--- src/rtl/mips_mc_ctrl.sv ---
// Multicycle MIPS main controller: sequences fetch/decode/execute/memory/writeback,
// with a memory-ready handshake, an iterative FPU start/done handshake with timeout, and a sticky trap.
module mips_mc_ctrl #(
   parameter int MEM_WAIT    = 1,
   parameter int FPU_EN      = 1,
   parameter int FPU_TIMEOUT = 64
) (
   input  logic       clk,
   input  logic       reset_n,
   input  logic [5:0] op,
   input  logic [5:0] funct,
   input  logic       zero,
   input  logic       mem_ready,
   input  logic       fpu_done,
   output logic       pcwrite,
   output logic       iord,
   output logic       memread,
   output logic       memwrite,
   output logic       irwrite,
   output logic       memtoreg,
   output logic       regdst,
   output logic       regwrite,
   output logic       alusrca,
   output logic [1:0] alusrcb,
   output logic [3:0] aluop,
   output logic [1:0] pcsrc,
   output logic       fpu_start,
   output logic [1:0] fpu_op,
   output logic       fp_regwrite,
   output logic       illegal,
   output logic [3:0] state
);

   typedef enum logic [3:0] {
      S_FETCH   = 4'd0,  S_DECODE = 4'd1,  S_MEMADR  = 4'd2,  S_MEMRD  = 4'd3,
      S_MEMWB   = 4'd4,  S_MEMWR  = 4'd5,  S_RTEXE   = 4'd6,  S_ALUWB  = 4'd7,
      S_BRANCH  = 4'd8,  S_IEXE   = 4'd9,  S_IWB     = 4'd10, S_JUMP   = 4'd11,
      S_FPSTART = 4'd12, S_FPWAIT = 4'd13, S_FPWB    = 4'd14, S_TRAP   = 4'd15
   } state_t;

   localparam int CW = (FPU_TIMEOUT > 0) ? $clog2(FPU_TIMEOUT + 1) : 1;
   localparam logic [CW-1:0] CNT_LAST = CW'((FPU_TIMEOUT > 0) ? FPU_TIMEOUT - 1 : 0);

   state_t        st;
   logic [CW-1:0] cnt;
   logic          rdy;

   assign rdy   = (MEM_WAIT != 0) ? mem_ready : 1'b1;
   assign state = st;

   // The timeout counter only advances while waiting on the FPU; every other path clears it.
   always_ff @(posedge clk or negedge reset_n) begin
      if (!reset_n) begin
         st  <= S_FETCH;
         cnt <= '0;
      end else begin
         cnt <= '0;
         case (st)
            S_FETCH:  if (rdy) st <= S_DECODE;
            S_DECODE: begin
               case (op)
                  6'b100011, 6'b101011:         st <= S_MEMADR;
                  6'b000000:                    st <= S_RTEXE;
                  6'b000100, 6'b000101:         st <= S_BRANCH;
                  6'b001000, 6'b001101,
                  6'b001100:                    st <= S_IEXE;
                  6'b000010:                    st <= S_JUMP;
                  6'b010001: st <= (FPU_EN != 0 && funct[5:2] == 4'd0) ? S_FPSTART : S_TRAP;
                  default:                      st <= S_TRAP;
               endcase
            end
            S_MEMADR:  st <= op[3] ? S_MEMWR : S_MEMRD;
            S_MEMRD:   if (rdy) st <= S_MEMWB;
            S_MEMWR:   if (rdy) st <= S_FETCH;
            S_RTEXE:   st <= S_ALUWB;
            S_IEXE:    st <= S_IWB;
            S_FPSTART: st <= S_FPWAIT;
            S_FPWAIT: begin
               // fpu_done takes priority over a simultaneous timeout expiry
               if (fpu_done)
                  st <= S_FPWB;
               else if (FPU_TIMEOUT > 0 && cnt == CNT_LAST)
                  st <= S_TRAP;
               else
                  cnt <= cnt + CW'(1);
            end
            S_MEMWB, S_ALUWB, S_BRANCH, S_IWB, S_JUMP, S_FPWB: st <= S_FETCH;
            S_TRAP:    st <= S_TRAP;
         endcase
      end
   end

   always_comb begin
      pcwrite     = 1'b0;
      iord        = 1'b0;
      memread     = 1'b0;
      memwrite    = 1'b0;
      irwrite     = 1'b0;
      memtoreg    = 1'b0;
      regdst      = 1'b0;
      regwrite    = 1'b0;
      alusrca     = 1'b0;
      alusrcb     = 2'b00;
      aluop       = 4'b0000;
      pcsrc       = 2'b00;
      fpu_start   = 1'b0;
      fp_regwrite = 1'b0;
      illegal     = 1'b0;
      fpu_op      = funct[1:0];
      case (st)
         S_FETCH: begin
            memread = 1'b1;
            alusrcb = 2'b01;
            irwrite = rdy;
            pcwrite = rdy;
         end
         S_DECODE:  alusrcb = 2'b11;
         S_MEMADR: begin
            alusrca = 1'b1;
            alusrcb = 2'b10;
         end
         S_MEMRD: begin
            iord    = 1'b1;
            memread = 1'b1;
         end
         S_MEMWB: begin
            regwrite = 1'b1;
            memtoreg = 1'b1;
         end
         S_MEMWR: begin
            iord     = 1'b1;
            memwrite = 1'b1;
         end
         S_RTEXE: begin
            alusrca = 1'b1;
            aluop   = 4'b1111;
         end
         S_ALUWB: begin
            regdst   = 1'b1;
            regwrite = 1'b1;
         end
         S_BRANCH: begin
            // op[0] distinguishes BNE from BEQ, so the taken condition inverts with it
            alusrca = 1'b1;
            aluop   = 4'b0001;
            pcsrc   = 2'b01;
            pcwrite = zero ^ op[0];
         end
         S_IEXE: begin
            alusrca = 1'b1;
            alusrcb = 2'b10;
            case (op)
               6'b001101: aluop = 4'b0011;
               6'b001100: aluop = 4'b0111;
               default:   aluop = 4'b0000;
            endcase
         end
         S_IWB:     regwrite = 1'b1;
         S_JUMP: begin
            pcsrc   = 2'b10;
            pcwrite = 1'b1;
         end
         S_FPSTART: fpu_start   = 1'b1;
         S_FPWB:    fp_regwrite = 1'b1;
         S_TRAP:    illegal     = 1'b1;
         default: ;
      endcase
   end

endmodule

--- config.mk ---
export PLATFORM = sky130hd
export DESIGN_NAME = mips_mc_ctrl
export DESIGN_NICKNAME = d
export VERILOG_FILES = /design/src/rtl/mips_mc_ctrl.sv
export SDC_FILE = /design/constraint.sdc
export NUM_CORES = 1
export LEC_CHECK = 0
export ABC_AREA = 0
export CORE_ASPECT_RATIO = 1.2
export CORE_MARGIN = 2
export CORE_UTILIZATION = 48
export CTS_BUF_LIST = sky130_fd_sc_hd__clkbuf_4
export DETAILED_ROUTE_END_ITERATION = 10
export MAX_ROUTING_LAYER = met4
export PLACE_DENSITY = 0.87
export SYNTH_ARGS = -nofsm -noshare
export SYNTH_HDL_FRONTEND = slang
export SYNTH_SLANG_ARGS = --single-unit
--- constraint.sdc ---
create_clock -name clk -period 4.2 [get_ports clk]
set_clock_uncertainty 0.2 [all_clocks]
set_input_delay 0.63 -clock clk [delete_from_list [all_inputs] [get_ports clk]]
set_output_delay 0.63 -clock clk [all_outputs]
set_load 0.01 [all_outputs]
After elaboration in Yosys (flattened, before gate mapping)
Index checks and enable logic that the tools add are counted.
- output and inout port bits: 26
- input bits: 17
- bits in registers: 11
- reduce and logical (&&, ||, !) cells: 13
- multiplexer cells: 28
- bitwise logic cells: 1
- add/subtract/negate cells: 1
- equality and inequality tests: 29
- operators with widths (operator ; number):
    $pmux W4 S11 ; 1
    $eq A4 B4 Y1 const B ; 8
    $pmux W4 S6 ; 1
    $mux W7 ; 3
    $mux W4 ; 5
    $eq A6 B4 Y1 const B ; 3
    $eq A4 B3 Y1 const B ; 4
    $eq A6 B3 Y1 const B ; 2
    $eq A6 B6 Y1 const B ; 2
    $pmux W4 S3 ; 1
    $mux W1 ; 11
    $reduce_or A2 Y1 ; 5
    $eq A4 B2 Y1 const B ; 2
    $logic_not A4 Y1 ; 2
    $add A7 B1 Y7 const B ; 1
    $eq A7 B6 Y1 const B ; 1
    $eq A6 B2 Y1 const B ; 1
    $eq A6 B5 Y1 const B ; 1
    $logic_not A6 Y1 ; 1
    $ne A2 B2 Y1 const B ; 3
    $pmux W2 S3 ; 1
    $pmux W3 S2 ; 1
    $reduce_or A3 Y1 ; 2
    $reduce_or A6 Y1 ; 1
    9 further kinds ; 9

Logic depth before layout (Yosys ltp)
- depth after elaboration: 4
- mapped depth: 7
- depth with buffers taken out: 6

Worst setup path before layout
OpenSTA, ideal clock, no wires.
- path kind: input to output
- start point: input op[5]
- end point: output aluop[0]
- path slack: 1757 ps
- data required time: 3370 ps
- stages: 4
- path buffers: 0
- data arrival time: 1613 ps
- path through: or2_1 -> or4_4 -> nand2_2 -> or2_1
- cells in the longest elaborated chain, start to end: 3
- ends and longest elaborated chain (what ; RTL line ; text):
    start: declaration ; 10 ; input logic [5:0] op,
    $eq A6 B4 Y1 ; 152 ; case (op)
    $pmux W3 S2 (*) ; 152 ;
    $pmux W4 S3 (*) ; 110 ; case (st)
    end: declaration ; 25 ; output logic [3:0] aluop,
Every way passes the cells marked *; elsewhere a longest branch is shown, timed or not.

Final worst setup path
- start point: input op[4]
- end point: output aluop[0]
The elaborated chain is that of the path after synthesis.

==> results.md <==
* CTS Root Cell: clkbuf_4
* Global-route wire length before repair at between 4000 and 5000 um
* Drt drc at 0
* Critical Path Slowest Stage Cell: clkdlybuf4s50_1
* Fin crit period at roughly 3500 ps
* Number of I/O pins at 43
* Syn Nets at ~160
* WL/cell at ~14 um
* Post-synth EDFFs at 0
* Worst Path Required at 3370 ps
* Period utilisation layout at roughly 80%
* Slew at the pin closest to its max-slew limit at around 580 ps
* Largest area contributor in the netlist: dfrtp_1
* Layout area overhead at 34.6%
* CP Max Fanout at 6
* CP Cell Sequence: clkdlybuf4s50_1, or2_1, or4_4, nand2_2, or2_1, clkdlybuf4s50_1
* Share of layout cells above drive strength 1 at 8.05%
* LEAKAGE at roughly 0.61 nW
* Internal power at 0.000443 W
* Placeable core area at roughly 2100 um2
* Worst vdd ir at 359 uV
* Cells on Worst Hold Path at 1
* Die Y at 56.1 um
* Slew Viols, Final at 0
* Most used flip-flop cell after synthesis: dfrtp_1
* Worst-Skew Late Latency at between 200 and 300 ps
* Filler cells at around 180
* Final setup violating endpoints at 0
* Clk buf depth at 2
* Relative slew slack at between 60% and 70%
* Clk pwr share at around 10%
* Final Hold Viols at 0
* H-tree Lvls at 1
* Startpoint types: input pin
* # Max-Cap Violations at 0
* PD cells at ~550 nW/um2
* Post-synth top area share at about a quarter
* Grt total ovfl at 0
* Crit Path Class: in2out
* Ys Warns at 0
* Mux cell area share after synthesis at less than 1%
* Synth Area in Adders at approximately 1.2%
* Clk pin slew, worst setup/hold paths at 60 ps
* Final instance area at 1460 um2
* Worst r2r src: state[1]$_DFFE_PN0P_
* Num rows at 18
* Psw at 0.000362 W
* Hold WC Path Type: reg2reg
* Sequential share of power at about a quarter
* Post-place setup slack at 751 ps
* Vias in the first global route at roughly 1100
* Placed Area at between 1000 and 1500 um2
* Post-synthesis register bit count at 11
* Post-Synthesis Cells at around 140
* Synth area leaders: dfrtp_1 (25%), nor2_1 (7.9%), nand2_1 (4.1%), nand2b_1 (4.0%), xnor2_1 (4.0%)
* Setup_tns at 0 ps
* GRT Total Usage at between 20% and 30%
* ANT nets after route at 0
* Net Sw Frac at between 40% and 50%
* Post-synthesis xor/xnor area fraction at 4.84%
* RSZ-0062 raised after global routing: false
* Fraction of registers with async set/reset at 100%
* Worst Path Arrival at 2620 ps
* Syn Area/Cell at between 7 and 8 um2
* Slowest stage delay, CP at approximately 520 ps
* Die width at 47.4 um
* Worst Reg-to-Reg Cells at 5
* Number of vias per cell at ~5.7
* Cts hold-fix bufs at 0
* Critical path endpoint category: primary output
* Combinational family with the most area after synthesis: simple AND/OR/NAND/NOR gates
* Total Routed Length at ~2800 um
* RD Place Congestion at approximately 0.83
* FMAX at slightly below 0.3 GHz
* Clk sink count at 11
* Largest net degree at the start of global routing at 20
* Status: complete, no violations
* CP Launch Point: op[4]
* Initial core utilization at about half
* CTS tree: done
* Combinational cell fraction of total power at roughly 64%
* FF-to-FF End: state[2]$_DFFE_PN0P_
* Critical Path End: aluop[0]
* Post-CTS setup buffers at 0
* Cell variety after synth at 47
* Initial antenna violation count at 0
* # resized after CTS at 0
* DP Wirelength at approximately 2200 um
* Area of the mapped netlist at roughly 1100 um2
* Iter 0 DRT Violations at 29
* Final WS setup at approximately 750 ps
* Routed vias at 1155
* Layout Nets at roughly 190
* Diodes inserted at 0
* PortBufs at 38
* Die area at roughly 2700 um2
* R2R Setup Slk at between 2000 and 2500 ps
* TritonRoute pass-1 iters at 4
* Synth Area in Compound Gates at between 10% and 20%
* Sequential-to-total area share from yosys stat at between 20% and 30%
* Cts bufs inserted at 3
* Simple logic cell fraction of the synthesized area at between 30% and 40%
## per-stage QoR
stage	power [W]	instances	hold slack (ps)	util [%]
finish	0.000805	204	266	69.8
global route	0.000868	204	300	69.8
CTS	0.000809	204	269	69.8
detailed placement	0.000728	200	260	68.3
global placement	0.000717	200	245	68.3
floorplan	0.000511	144	134	-
## flip-flops by register name, indices dropped and copies added, names as in the netlist
name	flops
state	4
cnt	7
## routing by layer
layer,vias up,wire [um],GRT usage [%]
met1,544,1170,30.6
met5,-,0,-
met4,0,23,4.37
li1,566,-,-
met3,4,116,3.25
met2,41,1470,40.0
## synth_stat cells (all sizes together) (3+ instances only)
cell	instances
a21oi	7
or2	5
nor2b	4
inv	4
nor2	23
nand2	13
nand3	5
a31oi	3
a211oi	4
dfrtp	11
and3	6
xnor2	5
nor3	4
clkbuf	3
o21ai	6
nand2b	7
buf	9
## worst max-delay path: cells and delay by family
kind	cells	cell delay (ps)
buf+inv	2	1020
simple gates	4	970
## cell families (layout without fill, tap and decap cells)
group / count (synthesis) / in the layout
xor gates and xnor gates: 6 / 6
DFF: 11 / 11
buffers and inverters: 16 / 46
AOI/OAI and AO/OA: 31 / 31
and+or+nand+nor: 78 / 78
muxes: 1 / 1
adders and majority gates: 1 / 1
## how the worst min path moves through the flow
stage,from,to,slack (ps)
finish,cnt[0]$_DFF_PN0_,cnt[0]$_DFF_PN0_,270
global route,cnt[0]$_DFF_PN0_,cnt[0]$_DFF_PN0_,300
CTS,cnt[0]$_DFF_PN0_,cnt[0]$_DFF_PN0_,270
detailed placement,cnt[0]$_DFF_PN0_,cnt[0]$_DFF_PN0_,260
global placement,cnt[0]$_DFF_PN0_,cnt[0]$_DFF_PN0_,240
floorplan,reset_n,cnt[0]$_DFF_PN0_,130
## cells in the final DEF (no fill, tap or decap), types with 5 or more instances in the layout
cell	instances
clkdlybuf4s50_1	38
nor2_1	23
nand2_1	12
dfrtp_1	11
nand2b_1	7
a21oi_1	7
and3_1	5
xnor2_1	5
nand3_1	5
## power groups by stage
stage          sequential, W  combinational, W  clock [W]
3_5_place_dp        0.000212          0.000516          0
3_3_place_gp        0.000211          0.000506          0
4_1_cts             0.000210          0.000518  0.0000813
5_1_grt             0.000224          0.000560  0.0000841
6_report            0.000212          0.000515  0.0000785
2_1_floorplan       0.000158          0.000353          0
## area by class of cell
class	instances	area, um2	area share [%]
Multi-Input combinational cell	117	723	49.5
Timing Repair Buffer	38	380	26.0
Sequential cell	11	275	18.8
Tap cell	30	37.5	2.57
Clock buffer	4	30.0	2.05
Inverter	4	15.0	1.03
No activity file was read; power rests on OpenSTA's default activity.
